<file path="config.mk">
export PLATFORM = sky130hd
export DESIGN_NAME = ram_arbiter
export DESIGN_NICKNAME = d
export VERILOG_FILES = /design/src/rtl/ram_arb_pkg.sv /design/src/rtl/ram_arbiter_rr_picker.sv /design/src/rtl/ram_arbiter.sv
export SDC_FILE = /design/constraint.sdc
export NUM_CORES = 1
export LEC_CHECK = 0
export CAP_MARGIN = 30
export CORE_MARGIN = 3
export CORE_UTILIZATION = 28
export DETAILED_ROUTE_END_ITERATION = 10
export GPL_ROUTABILITY_DRIVEN = 0
export PLACE_DENSITY = 0.95
export SETUP_SLACK_MARGIN = 0.5
export SLEW_MARGIN = 20
export SYNTH_ARGS = -nofsm -noshare
export SYNTH_HDL_FRONTEND = slang
export SYNTH_SLANG_ARGS = --single-unit
</file>
<file path="constraint.sdc">
create_clock -name clk -period 3.8 [get_ports clk]
set_clock_uncertainty 0.05 [all_clocks]
set_input_delay 0.76 -clock clk [delete_from_list [all_inputs] [get_ports clk]]
set_output_delay 0.76 -clock clk [all_outputs]
set_load 0.1 [all_outputs]
</file>
<file path="src/rtl/ram_arb_pkg.sv">
//==============================================================================
// Module      : ram_arb_pkg
// Description : Shared constants, request record and round-robin pick helper
//               for the RAM arbiter.
// Revision    : 1.0 - initial release
//==============================================================================
`default_nettype none

package ram_arb_pkg;

    localparam int DATA_W_C  = 16;
    localparam int ADDR_W_C  = 6;
    localparam int DEPTH_C   = 16;
    localparam int MAX_REQ_C = 4;
    localparam int PTR_W_C   = 2;

    typedef struct packed {
        logic                wr;
        logic [ADDR_W_C-1:0] addr;
        logic [DATA_W_C-1:0] wdata;
    } req_t;

    // One-hot winner: first set bit of valid scanning from ptr upward, modulo n.
    function automatic logic [MAX_REQ_C-1:0] rr_pick(
        input logic [MAX_REQ_C-1:0] valid,
        input logic [PTR_W_C-1:0]   ptr,
        input logic [2:0]           n
    );
        logic [MAX_REQ_C-1:0] grant;
        logic                 found;
        logic [2:0]           idx;
        grant = '0;
        found = 1'b0;
        for (int i = 0; i < MAX_REQ_C; i++) begin
            idx = 3'(ptr) + 3'(i);
            if (idx >= n) begin
                idx = idx - n;
            end
            if (!found && (3'(i) < n) && valid[idx[1:0]]) begin
                grant[idx[1:0]] = 1'b1;
                found           = 1'b1;
            end
        end
        return grant;
    endfunction

endpackage

`default_nettype wire

</file>
<file path="src/rtl/ram_arbiter_rr_picker.sv">
//==============================================================================
// Module      : rr_picker
// Description : Combinational rotate-priority-rotate-back encoder returning a
//               one-hot grant for up to four requesters.
// Revision    : 1.0 - initial release
//==============================================================================
`default_nettype none

module rr_picker
    import ram_arb_pkg::*;
#(
    parameter int N_REQ = 2
) (
    input  logic [N_REQ-1:0]   valid,
    input  logic [PTR_W_C-1:0] ptr,
    output logic [N_REQ-1:0]   grant
);

    logic [MAX_REQ_C-1:0] w_vin;
    logic [MAX_REQ_C-1:0] w_pick;
    logic                 w_unused_hi;

    always_comb begin
        w_vin              = '0;
        w_vin[N_REQ-1:0]   = valid;
    end

    assign w_pick      = rr_pick(w_vin, ptr, 3'(N_REQ));
    assign grant       = w_pick[N_REQ-1:0];
    // Upper pick bits are always zero when fewer than four requesters exist.
    assign w_unused_hi = ^w_pick;

endmodule

`default_nettype wire

</file>
<file path="src/rtl/ram_arbiter.sv">
//==============================================================================
// Module      : ram_arbiter
// Description : Round-robin arbiter sharing a simple dual-port RAM between
//               N_REQ requesters, routing 1-cycle read responses to owners.
//               Optional macro RAM_ARB_DUAL_ISSUE_EN: one write + one read/cycle.
// Revision    : 1.0 - initial release
//==============================================================================
`default_nettype none

module ram_arbiter
    import ram_arb_pkg::*;
#(
    parameter int DATA_W = DATA_W_C,
    parameter int ADDR_W = ADDR_W_C,
    parameter int DEPTH  = DEPTH_C,
    parameter int N_REQ  = 2
) (
    input  logic                      clk,
    input  logic                      rst,
    input  logic [N_REQ-1:0]          req_valid,
    output logic [N_REQ-1:0]          req_ready,
    input  logic [N_REQ-1:0]          req_wr,
    input  logic [N_REQ*ADDR_W-1:0]   req_addr,
    input  logic [N_REQ*DATA_W-1:0]   req_wdata,
    output logic [N_REQ-1:0]          rsp_valid,
    output logic [DATA_W-1:0]         rsp_rdata,
    output logic                      rsp_err,
    output logic                      ram_wr,
    output logic [DATA_W-1:0]         ram_dina,
    output logic [ADDR_W-1:0]         ram_addra,
    output logic [ADDR_W-1:0]         ram_addrb,
    input  logic [DATA_W-1:0]         ram_doutb
);

    localparam logic [ADDR_W:0] c_depth = (ADDR_W+1)'(DEPTH);

    req_t               w_req [N_REQ];
    logic [N_REQ-1:0]   w_valid;
    logic [N_REQ-1:0]   w_wgnt;
    logic [N_REQ-1:0]   w_rgnt;
    req_t               w_wsel;
    req_t               w_rsel;
    logic [PTR_W_C-1:0] w_widx;
    logic [PTR_W_C-1:0] w_ridx;
    logic               w_wr_hs;
    logic               w_rd_hs;
    logic               w_wr_inrange;
    logic               w_rd_inrange;
    logic [2:0]         w_wdist;
    logic [2:0]         w_rdist;
    logic [PTR_W_C-1:0] w_adv_idx;
    logic [PTR_W_C-1:0] w_nxt_ptr;
    logic               w_unused;

    logic [PTR_W_C-1:0] r_rr_ptr;
    logic               r_rd_pend;
    logic [PTR_W_C-1:0] r_rd_owner;
    logic               r_rd_err;
    logic [ADDR_W-1:0]  r_addrb;

    always_comb begin
        for (int i = 0; i < N_REQ; i++) begin
            w_req[i].wr    = req_wr[i];
            w_req[i].addr  = req_addr[i*ADDR_W +: ADDR_W];
            w_req[i].wdata = req_wdata[i*DATA_W +: DATA_W];
        end
    end

    // No grants while reset is held, even though the request inputs may be live.
    assign w_valid = rst ? '0 : req_valid;

`ifdef RAM_ARB_DUAL_ISSUE_EN
    logic [N_REQ-1:0] w_rd_cand;

    rr_picker #(.N_REQ(N_REQ)) u_wr_pick (
        .valid (w_valid & req_wr),
        .ptr   (r_rr_ptr),
        .grant (w_wgnt)
    );

    assign w_rd_cand = w_valid & ~req_wr & ~w_wgnt;

    rr_picker #(.N_REQ(N_REQ)) u_rd_pick (
        .valid (w_rd_cand),
        .ptr   (r_rr_ptr),
        .grant (w_rgnt)
    );
`else
    logic [N_REQ-1:0] w_gnt;

    rr_picker #(.N_REQ(N_REQ)) u_pick (
        .valid (w_valid),
        .ptr   (r_rr_ptr),
        .grant (w_gnt)
    );

    assign w_wgnt = w_gnt & req_wr;
    assign w_rgnt = w_gnt & ~req_wr;
`endif

    always_comb begin
        w_wsel = '0;
        w_rsel = '0;
        w_widx = '0;
        w_ridx = '0;
        for (int i = 0; i < N_REQ; i++) begin
            if (w_wgnt[i]) begin
                w_wsel = w_req[i];
                w_widx = PTR_W_C'(i);
            end
            if (w_rgnt[i]) begin
                w_rsel = w_req[i];
                w_ridx = PTR_W_C'(i);
            end
        end
    end

    assign w_wr_hs      = |w_wgnt;
    assign w_rd_hs      = |w_rgnt;
    assign w_wr_inrange = {1'b0, w_wsel.addr} < c_depth;
    assign w_rd_inrange = {1'b0, w_rsel.addr} < c_depth;
    assign w_unused     = ^{w_wsel.wr, w_rsel.wr, w_rsel.wdata};

    assign req_ready = w_wgnt | w_rgnt;
    assign ram_wr    = w_wr_hs & w_wr_inrange;
    assign ram_addra = ram_wr ? w_wsel.addr  : '0;
    assign ram_dina  = ram_wr ? w_wsel.wdata : '0;
    assign ram_addrb = w_rd_hs ? w_rsel.addr : r_addrb;

    // Rotational distance from the pointer decides which winner had priority.
    always_comb begin
        w_wdist = 3'(w_widx) + 3'(N_REQ) - 3'(r_rr_ptr);
        if (w_wdist >= 3'(N_REQ)) begin
            w_wdist = w_wdist - 3'(N_REQ);
        end
        w_rdist = 3'(w_ridx) + 3'(N_REQ) - 3'(r_rr_ptr);
        if (w_rdist >= 3'(N_REQ)) begin
            w_rdist = w_rdist - 3'(N_REQ);
        end
        w_adv_idx = (w_wr_hs && (!w_rd_hs || (w_wdist < w_rdist))) ? w_widx : w_ridx;
        w_nxt_ptr = (w_adv_idx == PTR_W_C'(N_REQ-1)) ? '0 : w_adv_idx + PTR_W_C'(1);
    end

    always_ff @(posedge clk or posedge rst) begin
        if (rst) begin
            r_rr_ptr   <= '0;
            r_rd_pend  <= 1'b0;
            r_rd_owner <= '0;
            r_rd_err   <= 1'b0;
            r_addrb    <= '0;
        end else begin
            if (w_wr_hs || w_rd_hs) begin
                r_rr_ptr <= w_nxt_ptr;
            end
            r_rd_pend <= w_rd_hs;
            if (w_rd_hs) begin
                r_rd_owner <= w_ridx;
                r_rd_err   <= ~w_rd_inrange;
            end
            r_addrb <= ram_addrb;
        end
    end

    always_comb begin
        rsp_valid = '0;
        for (int i = 0; i < N_REQ; i++) begin
            rsp_valid[i] = r_rd_pend && (r_rd_owner == PTR_W_C'(i));
        end
    end

    assign rsp_err   = r_rd_pend & r_rd_err;
    assign rsp_rdata = (r_rd_pend && !r_rd_err) ? ram_doutb : '0;

endmodule

`default_nettype wire

</file>
==> results.md, run 1 <==
* Final Hold Vio Count at 0
* Clk_lat worst skew at 0.26 ns
* Clk sinks at 10
* Clock Tree Root: clkbuf_4
* Die Wd at 64.2 um
* Mapped Area at 948 sq um
* Worst r2r src: r_rr_ptr[0]$_DFFE_PP0P_
* DR WL/cell at 18.7 um
* First-pass GRT wire length at 7.22 mm
* P per Cell Area at 299 nW/um^2
* TritonRoute pass-1 iters at 4
* H-tree Lvls at 1
* Adder-cell share of the synthesized area at 0%
* Max Freq at 312 MHz
* Hold path startpoint: r_rd_owner[0]$_DFFE_PP0N_
* Initial core utilization at 30.1%
* Sequential cell area fraction in the yosys report at 26.4%
* Synth Warn # at 0
* Initial DRC count at 28
* Share of cells above drive strength 1 at 34.2%
* CP arrival at 2.40 ns
* Status: complete, no violations
* Longest Clk Path Bufs at 2
* Worst-Margin Slew at 0.978 ns
* Slew HR at 34.6%
* Fin crit period at 3.21 ns
* Setup crit start kind: primary input
* Main combinational cell family by area after synthesis: simple AND/OR/NAND/NOR gates
* Synth Area in Simple Gates at 33.2%
* Clock buffers created by TritonCTS at 3
* Leakage at 1.11 nW
* Peak VDD IR at 0.000368 V
* Worst-path fanout max at 21
* Kind of end point of the critical path: primary output
* DIE HEIGHT at 64.2 um
* Critical path class: in -> out
* Final worst path period share at 84.4%
* Syn_area_per_cell at 8.54 sq um
* Synth Area in XOR/XNOR at 0%
* Die footprint at 4120 sq um
* CP startpoint: req_addr[4]
* Total GRT Usage at 22.3%
* # nets final at 289
* Fillers at 202
* Number of global-route vias before repair at 1383
* Hold Crit Class: reg -> reg
* Io pins at 116
* CP required at 2.99 ns
* Commonest non-fill, non-tap cell in the layout: clkdlybuf4s50_1
* Core ar. at 3150 sq um
* Post-DR vias/cell at 4.97
* Area Overhead vs Synth at 168%
* DRT antenna net count at 0
* Number of setup violations in the final report at 0
* Antenna violations before repair at 0
* Max cap viols at 0
* Netlist cell types at 25
* Commonest cells after routing, fill and taps aside: clkdlybuf4s50_1 (63), buf_12 (27), buf_4 (23), and2_1 (18), a22o_1 (13)
* Port Buf Inserts at 113
* DRC at 0
* FF+latch count, synth at 10
* Final WL at 4.98 mm
* DP Cell Count at 259
* Setup_tns at 0 ns
* Standard-cell rows at 20
* Synthesized instance count at 111
* Post-Layout Cell Count at 266
* CTS tree: yes
* Detail Placement HPWL at 3.82 mm
* RSZ-0062 raised after global routing: false
* Clk pin slew, worst setup/hold paths at 0.07 ns
* Vias at 1322
* Multiplexer share of the synthesized area at 0%
* Total grt overflow at 0
* Largest net degree at the start of global routing at 22
* Antenna fix cells at 0
* Complex-gate fraction of the synthesized area at 27.8%
* Max-slew violations at 0
-- where the power goes --
| part | switching, mW | internal [mW] | leakage (nW) |
|---|---|---|---|
| combinational | 0.330 | 0.195 | 0.969 |
| sequential | 0.0124 | 0.129 | 0.119 |
| clock | 0.0367 | 0.0582 | 0.0210 |
| total | 0.379 | 0.382 | 1.11 |
-- area by class of cell --
cell class | count | area [sq um] | share of cell area, %
repair buffers | 121 | 1430 | 56.3
multi-input cells | 80 | 743 | 29.3
clock buffers | 4 | 36.3 | 1.43
well taps | 44 | 55.1 | 2.17
inverters | 7 | 26.3 | 1.03
flip-flops and latches | 10 | 250 | 9.85
-- layer usage --
layer	up-vias	routed length, um	GRT usage, %
met5	-	0	0
met2	66	2650	41.3
met1	610	1790	24.7
met4	0	128	6.60
met3	12	410	5.80
li1	634	-	-
-- final timing paths --
kind / end / slack, ns / cells past startpoint
worst max-delay path: ram_dina[6] / 0.59 / 6
worst min-delay path: r_rd_owner[0]$_DFFE_PP0N_ / 0.49 / 1
worst max register to register: r_addrb[4]$_DFF_PP0_ / 2.12 / 3
worst min register to register: r_rd_owner[0]$_DFFE_PP0N_ / 0.49 / 1
max in group asynchronous: r_addrb[5]$_DFF_PP0_ / 2.84 / 2
min in group asynchronous: r_addrb[1]$_DFF_PP0_ / 0.60 / 2
-- critical path, stage by stage --
cell             delay [ns]
clkdlybuf4s50_1        0.42
or3b_1                 0.39
nor3_2                 0.10
buf_4                  0.28
a22o_1                 0.24
buf_12                 0.19
-- stage by stage --
step | instance area, sq um | util [%] | power (mW) | hold WS, ns | setup slack (ns)
after floorplan | 1010 | - | 0.468 | 0.431 | 0.510
after global placement | 2370 | 75.3 | 0.650 | 0.468 | 0.402
after detailed placement | 2370 | 75.3 | 0.657 | 0.465 | 0.355
after CTS | 2450 | 77.6 | 0.756 | 0.476 | 0.546
after global routing | 2540 | 80.6 | 0.787 | 0.504 | 0.483
final | 2540 | 80.6 | 0.761 | 0.492 | 0.592
-- cell families (layout without fill, tap and decap cells) --
logic type	Yosys count	in the layout
flops	10	10
compound gates	30	30
other cells	1	2
simple gates	48	48
buf+inv	22	132
-- registers in the layout (all words and copies together), names as in the netlist --
register and flops:
r_addrb 6, r_rd_err 1, r_rd_owner 1, r_rd_pend 1, r_rr_ptr 1
-- Yosys cell counts (all sizes together) --
library cell | instances | area share [%]
nor2 | 3 | 1.2
or3b | 1 | 0.92
a311o | 4 | 4.2
conb | 1 | 0.40
or3 | 2 | 1.3
nor3 | 1 | 1.1
nor4 | 9 | 5.9
dfrtp | 10 | 26
nor4b | 5 | 5.3
inv | 7 | 2.8
o21ai | 1 | 0.53
nand2b | 2 | 1.3
a2111oi | 1 | 0.92
or2 | 1 | 0.66
buf | 12 | 8.2
and2 | 19 | 13
nand2 | 2 | 0.79
clkbuf | 3 | 1.2
a311oi | 3 | 2.8
a22o | 21 | 19
nor2b | 3 | 2.0
-- timing repair --
item                                    4_1_cts  5_1_grt
hold buffers                                  0        0
setup buffers                                 1        0
gates cloned                                  2        0
resized for setup                             9       16
pin swaps                                     1        6
endpoints found under the setup margin       26       21
Power figures use the tool's default switching activity.
==> inputs of run 2 (changes only) <==
--- a/config.mk
+++ b/config.mk
@@ -7,10 +7,10 @@
 export LEC_CHECK = 0
 export CAP_MARGIN = 30
 export CORE_MARGIN = 3
-export CORE_UTILIZATION = 28
+export CORE_UTILIZATION = 26
 export DETAILED_ROUTE_END_ITERATION = 10
 export GPL_ROUTABILITY_DRIVEN = 0
-export PLACE_DENSITY = 0.95
+export PLACE_DENSITY = 0.9
 export SETUP_SLACK_MARGIN = 0.5
 export SLEW_MARGIN = 20
 export SYNTH_ARGS = -nofsm -noshare
==> constraint.sdc (replaced) <==
create_clock -name clk -period 3.2 [get_ports clk]
set_clock_uncertainty 0.05 [all_clocks]
set_input_delay 0.64 -clock clk [delete_from_list [all_inputs] [get_ports clk]]
set_output_delay 0.64 -clock clk [all_outputs]
set_load 0.1 [all_outputs]
==> run 2 against run 1 <==
Core utilization rose by 3.3 points. Non-clock buffer count rose by 15. Design area rose by 13%. Via count rose by 13%. Combinational power rose by 27%. Sequential power rose by 19%. Count of clock-buffer cells in the layout fell by 1. Power rose by 21%. Register-to-register slack got worse by 0.57 ns. Global-route usage rose by 4.3 points. Critical path depth rose by 2. Final cell count rose by 6.4%. Critical path type unchanged. Highest routed layer unchanged.
==> results.md, run 2 (synthesis results as in run 1) <==
* Sw Pwr at 470 uW (was 379 uW)
* Clk_lat worst skew at 0.26 ns (about the same)
* Post-DR vias/cell at 5.29 (was 4.97)
* Worst r2r src: r_rr_ptr[0]$_DFFE_PP0P_ (unchanged)
* DRT antenna net count at 0 (unchanged)
* Total grt overflow at 0 (unchanged)
* Initial DRC count at 51 (was 28)
* Clock power share at 9.3% (was 12.5%)
* Setup crit start kind: primary input (unchanged)
* Final WL at 6.13 mm (was 4.98 mm)
* Number of global-route vias before repair at 1453 (was 1383)
* CTS tree: yes (unchanged)
* Total GRT Usage at 26.6% (was 22.3%)
* Net Sw Frac at 51.0% (was 49.8%)
* Vias at 1498 (was 1322)
* First-pass GRT wire length at 8.55 mm (was 7.22 mm)
* DR WL/cell at 21.6 um (was 18.7 um)
* Worst-path fanout max at 5 (was 21)
* Hold Crit Class: in -> async (was reg -> reg)
* Fin crit period at 2.75 ns
* Dpl cell area at 2470 sq um (was 2370 sq um)
* Largest net degree at the start of global routing at 17 (was 22)
* Number of setup violations in the final report at 0 (unchanged)
* Largest register by flop count: r_addrb (unchanged)
* Max Freq at 364 MHz
* Max-slew violations at 0 (unchanged)
* Finished Cell Area at 2870 sq um (was 2540 sq um)
* Sequential share of power at 18.2% (was 18.6%)
* Io pins at 116 (unchanged)
* Status: complete, no violations (unchanged)
* Commonest cells after routing, fill and taps aside: clkdlybuf4s50_1 (56), buf_4 (31), buf_12 (30), a22o_4 (20), and2_1 (18) (was clkdlybuf4s50_1 (63), buf_12 (27), buf_4 (23), and2_1 (18), a22o_1 (13))
* Max cap viols at 0 (unchanged)
* Leakage at 1.29 nW (was 1.11 nW)
* CP startpoint: req_addr[10] (was req_addr[4])
* Crit path to: ram_dina[14] (was ram_dina[6])
* Core ar. at 3420 sq um (was 3150 sq um)
* Port Buf Inserts at 113 (unchanged)
* # nets final at 305 (was 289)
* TritonRoute pass-1 iters at 4 (unchanged)
* Commonest non-fill, non-tap cell in the layout: clkdlybuf4s50_1 (unchanged)
* Pre-CTS WS at -0.00107 ns (was 0.355 ns)
* Antenna fix cells at 0 (unchanged)
* DRC at 0 (unchanged)
* Fin worst setup slack at 0.454 ns (was 0.592 ns)
* Kind of end point of the critical path: primary output (unchanged)
* Clk pin slew, worst setup/hold paths at 0.07 ns (about the same)
* H-tree Lvls at 1 (unchanged)
* Setup_tns at 0 ns (unchanged)
* Peak VDD IR at 0.000356 V (was 0.000368 V)
* Final Hold Vio Count at 0 (unchanged)
* Slew HR at 53.6% (was 34.6%)
* Worst-Margin Slew at 0.695 ns (was 0.978 ns)
* Clock Tree Root: clkbuf_4 (unchanged)
* Largest register FFs at 6 (unchanged)
* Final worst path period share at 85.8%
* Critical path class: in -> out (unchanged)
* CP arrival at 2.06 ns (was 2.40 ns)
* Reg-to-reg endpoint: r_addrb[5]$_DFF_PP0_ (was r_addrb[4]$_DFF_PP0_)
* Register-to-Register Setup Slack at 1.55 ns (was 2.12 ns)
* Detail Placement HPWL at 3.70 mm (was 3.82 mm)
* Comb pwr share at 72.5% (was 69.0%)
* Longest Clk Path Bufs at 2 (unchanged)
* Initial core utilization at 27.8% (was 30.1%)
* RSZ-0062 raised after global routing: true (was false)
* Power Internal at 451 uW (was 382 uW)
* P per Cell Area at 321 nW/um^2 (was 299 nW/um^2)
* CP required at 2.51 ns (was 2.99 ns)
* DIE HEIGHT at 66.4 um (was 64.2 um)
* R2R cell count at 3 (unchanged)
* Die footprint at 4410 sq um (was 4120 sq um)
* Clock buffers created by TritonCTS at 3 (unchanged)
* Area Overhead vs Synth at 202% (was 168%)
* Standard-cell rows at 21 (was 20)
* Clk sinks at 10 (unchanged)
* Antenna violations before repair at 0 (unchanged)
* Die Wd at 66.4 um (was 64.2 um)
* Share of cells above drive strength 1 at 51.5% (was 34.2%)
-- run 2: cell count changes in the layout (fill, tap and decap cells not counted), sizes merged --
cell	previous run	this run
dlygate4sd2	4	2
clkdlybuf4s15	0	1
buf	53	76
dlymetal6s2s	1	0
or3	2	3
clkdlybuf4s50	63	56
-- run 2: worst max-delay path, stage by stage --
cell and delay (ns):
dlygate4sd2_1 0.26, nor2_2 0.16, nor4b_4 0.26, buf_4 0.19, buf_6 0.11, buf_16 0.11, a22o_4 0.14, buf_12 0.17
-- run 2: timing repair --
item                                    4_1_cts  5_1_grt
hold buffers                                  0        0
setup buffers                                 8        2
gates cloned                                  5        0
endpoints found under the setup margin       27       21
gates resized for setup                      70        5
pin swaps                                    29        8
-- run 2: how the worst min path moves through the flow --
stage | from | end | slack [ns]
after floorplan | rst | r_addrb[0]$_DFF_PP0_ | 0.43
after global placement | r_rr_ptr[0]$_DFFE_PP0P_ | r_rr_ptr[0]$_DFFE_PP0P_ | 0.47
after detailed placement | r_rr_ptr[0]$_DFFE_PP0P_ | r_rr_ptr[0]$_DFFE_PP0P_ | 0.48
after CTS | rst | r_rd_err$_DFFE_PP0N_ | 0.32
after global routing | rst | r_rd_err$_DFFE_PP0N_ | 0.31
final | rst | r_rd_err$_DFFE_PP0N_ | 0.29
-- run 2: metal layers --
metal	part of all wire [%]	global-route usage (%)
met1	36	28.8
met2	53	50.8
met3	7.6	4.93
met4	3.0	8.63
met5	0	0
-- run 2: power groups by stage --
stage               clock (mW)  sequential, mW  combinational, mW
CTS                     0.0867           0.167              0.658
finish                  0.0852           0.168              0.668
detailed placement           0           0.168              0.624
global route            0.0953           0.170              0.687
floorplan                    0           0.164              0.396
global placement             0           0.167              0.619
-- run 2: area by class of cell --
cell class | instances | area [sq um]
timing repair buffer | 136 | 1610
multi-input combinational | 81 | 900
fill | 173 | 551
sequential | 10 | 250
tap | 46 | 57.6
inverter | 7 | 26.3
clock buffer | 3 | 22.5
-- run 2: metrics by stage --
stage                     hold slack [ns]  total power [mW]  utilization (%)  instances
after floorplan                     0.430             0.560                -        112
after global placement              0.467             0.786             72.2        265
after detailed placement            0.475             0.793             72.2        265
after CTS                           0.320             0.912             83.3        281
after global routing                0.310             0.952             83.9        283
final                               0.292             0.921             83.9        283
==> inputs of run 3 (changes only) <==
--- a/config.mk
+++ b/config.mk
@@ -11,6 +11,7 @@
 export DETAILED_ROUTE_END_ITERATION = 10
 export GPL_ROUTABILITY_DRIVEN = 0
 export PLACE_DENSITY = 0.9
+export RECOVER_POWER = 25
 export SETUP_SLACK_MARGIN = 0.5
 export SLEW_MARGIN = 20
 export SYNTH_ARGS = -nofsm -noshare
==> run 3 against run 2 <==
Register-to-register slack about the same. Die area unchanged. Fmax decreased by 1.6%. Critical path depth is 3 lower. Highest routed layer unchanged.
==> results.md, run 3 (synthesis results as in run 1) <==
* R2R cell count at 3 (unchanged)
* Total GRT Usage at 26.6% (unchanged)
* Final worst path period share at 87.2% (was 85.8%)
* Peak VDD IR at 0.000351 V (was 0.000356 V)
* RSZ-0062 raised after global routing: true (unchanged)
* DRT antenna net count at 0 (unchanged)
* Io pins at 116 (unchanged)
* Total grt overflow at 0 (unchanged)
* Status: complete, no violations (unchanged)
* Setup crit start kind: primary input (unchanged)
* Kind of end point of the critical path: primary output (unchanged)
* Standard-cell rows at 21 (unchanged)
* Initial core utilization at 27.8% (unchanged)
* TritonRoute pass-1 iters at 4 (unchanged)
* Vias at 1478 (was 1498)
* Antenna fix cells at 0 (unchanged)
* Final Hold Vio Count at 0 (unchanged)
* DR WL/cell at 21.6 um (about the same)
* DRC at 0 (unchanged)
* CP arrival at 2.10 ns (was 2.06 ns)
* Post-Layout Cell Count at 283 (unchanged)
* Die Wd at 66.4 um (unchanged)
* Longest Clk Path Bufs at 2 (unchanged)
* First-pass GRT wire length at 8.55 mm (unchanged)
* Area Overhead vs Synth at 200% (was 202%)
* # hold bufs at CTS at 0 (unchanged)
* Initial DRC count at 63 (was 51)
* CP required at 2.51 ns (about the same)
* Antenna violations before repair at 0 (unchanged)
* Critical path class: in -> out (unchanged)
* # nets final at 305 (unchanged)
* P per Cell Area at 323 nW/um^2 (was 321 nW/um^2)
* Clock buffers created by TritonCTS at 3 (unchanged)
* Worst-path fanout max at 8 (was 5)
* Max Freq at 358 MHz (was 364 MHz)
* Largest register by flop count: r_addrb (unchanged)
* Total power at 917 uW (was 921 uW)
* Max-slew violations at 0 (unchanged)
* Commonest non-fill, non-tap cell in the layout: clkdlybuf4s50_1 (unchanged)
* Die footprint at 4410 sq um (unchanged)
* Worst-Margin Slew at 0.693 ns (was 0.695 ns)
* Number of setup violations in the final report at 0 (unchanged)
* Share of cells above drive strength 1 at 49.8% (was 51.5%)
* Slew HR at 53.7% (was 53.6%)
* Max cap viols at 0 (unchanged)
* Leakage at 1.28 nW (was 1.29 nW)
* Number of global-route vias before repair at 1453 (unchanged)
* Clock Tree Root: clkbuf_4 (unchanged)
* CTS tree: yes (unchanged)
* Final WL at 6.12 mm (was 6.13 mm)
* H-tree Lvls at 1 (unchanged)
* Hold Crit Class: in -> async (unchanged)
* Fin crit period at 2.79 ns (was 2.75 ns)
* Largest register FFs at 6 (unchanged)
* Port Buf Inserts at 113 (unchanged)
* DP Cell Count at 265 (unchanged)
* Core ar. at 3420 sq um (unchanged)
* Clk pin slew, worst setup/hold paths at 0.06 ns (was 0.07 ns)
* Largest net degree at the start of global routing at 17 (unchanged)
* Clk_lat worst skew at 0.26 ns (about the same)
* Post-DR vias/cell at 5.22 (was 5.29)
* DIE HEIGHT at 66.4 um (unchanged)
* Commonest cells after routing, fill and taps aside: clkdlybuf4s50_1 (56), buf_4 (30), buf_12 (30), a22o_4 (20), and2_1 (18) (was clkdlybuf4s50_1 (56), buf_4 (31), buf_12 (30), a22o_4 (20), and2_1 (18))
* Detail Placement HPWL at 3.70 mm (unchanged)
* Clk sinks at 10 (unchanged)
[run 3: path summary, 6_finish.rpt]
path / startpoint / slack [ns] / end
min in group clk: r_rd_owner[0]$_DFFE_PP0N_ / 0.50 / r_rd_owner[0]$_DFFE_PP0N_
max reg2reg: r_rr_ptr[0]$_DFFE_PP0P_ / 1.55 / r_addrb[5]$_DFF_PP0_
min reg2reg: r_rd_owner[0]$_DFFE_PP0N_ / 0.50 / r_rd_owner[0]$_DFFE_PP0N_
max: rst / 0.41 / ram_addrb[5]
min: rst / 0.32 / r_rd_err$_DFFE_PP0N_
max in group asynchronous: rst / 2.49 / r_addrb[1]$_DFF_PP0_
[run 3: per-layer routing]
layer	share of wire, %	global-route usage [%]
met1	37	28.8
met2	54	50.8
met3	6.8	4.93
met4	2.8	8.63
met5	0	0
[run 3: cell type report]
| class | count | area [sq um] |
|---|---|---|
| clock buffers | 3 | 22.5 |
| fillers | 178 | 574 |
| inverters | 7 | 26.3 |
| multi-input cells | 81 | 887 |
| flip-flops and latches | 10 | 250 |
| well taps | 46 | 57.6 |
| repair buffers | 136 | 1600 |
[run 3: metrics by stage]
step	TNS (ns)	hold WS (ns)	instance area (sq um)	util (%)	setup WS (ns)
global route	0	0.360	2840	83.2	0.277
floorplan	0	0.430	1040	-	0.150
finish	0	0.319	2840	83.2	0.410
global placement	0	0.467	2470	72.2	0.0379
CTS	0	0.320	2850	83.3	0.507
detailed placement	-0.00107	0.475	2470	72.2	-0.00107
[run 3: what timing repair did]
action                                  in CTS  in global routing
setup buffers                                8                  2
gates resized for setup                     70                  5
endpoints found under the setup margin      27                 21
pin swaps                                   29                  8
cloned                                       5                  0
[run 3: critical path, cell delays in order]
cell and delay, ns:
clkbuf_1 0.10, nand2b_1 0.17, or3_1 0.57, a311o_2 0.43
buf_12 0.18
[run 3: report_power, final]
group          switching (mW)  leakage [nW]  total, mW  internal [mW]
clock                  0.0410        0.0138     0.0844         0.0434
sequential             0.0149         0.119      0.168          0.153
combinational           0.412          1.14      0.664          0.252
total                   0.468          1.28      0.917          0.448
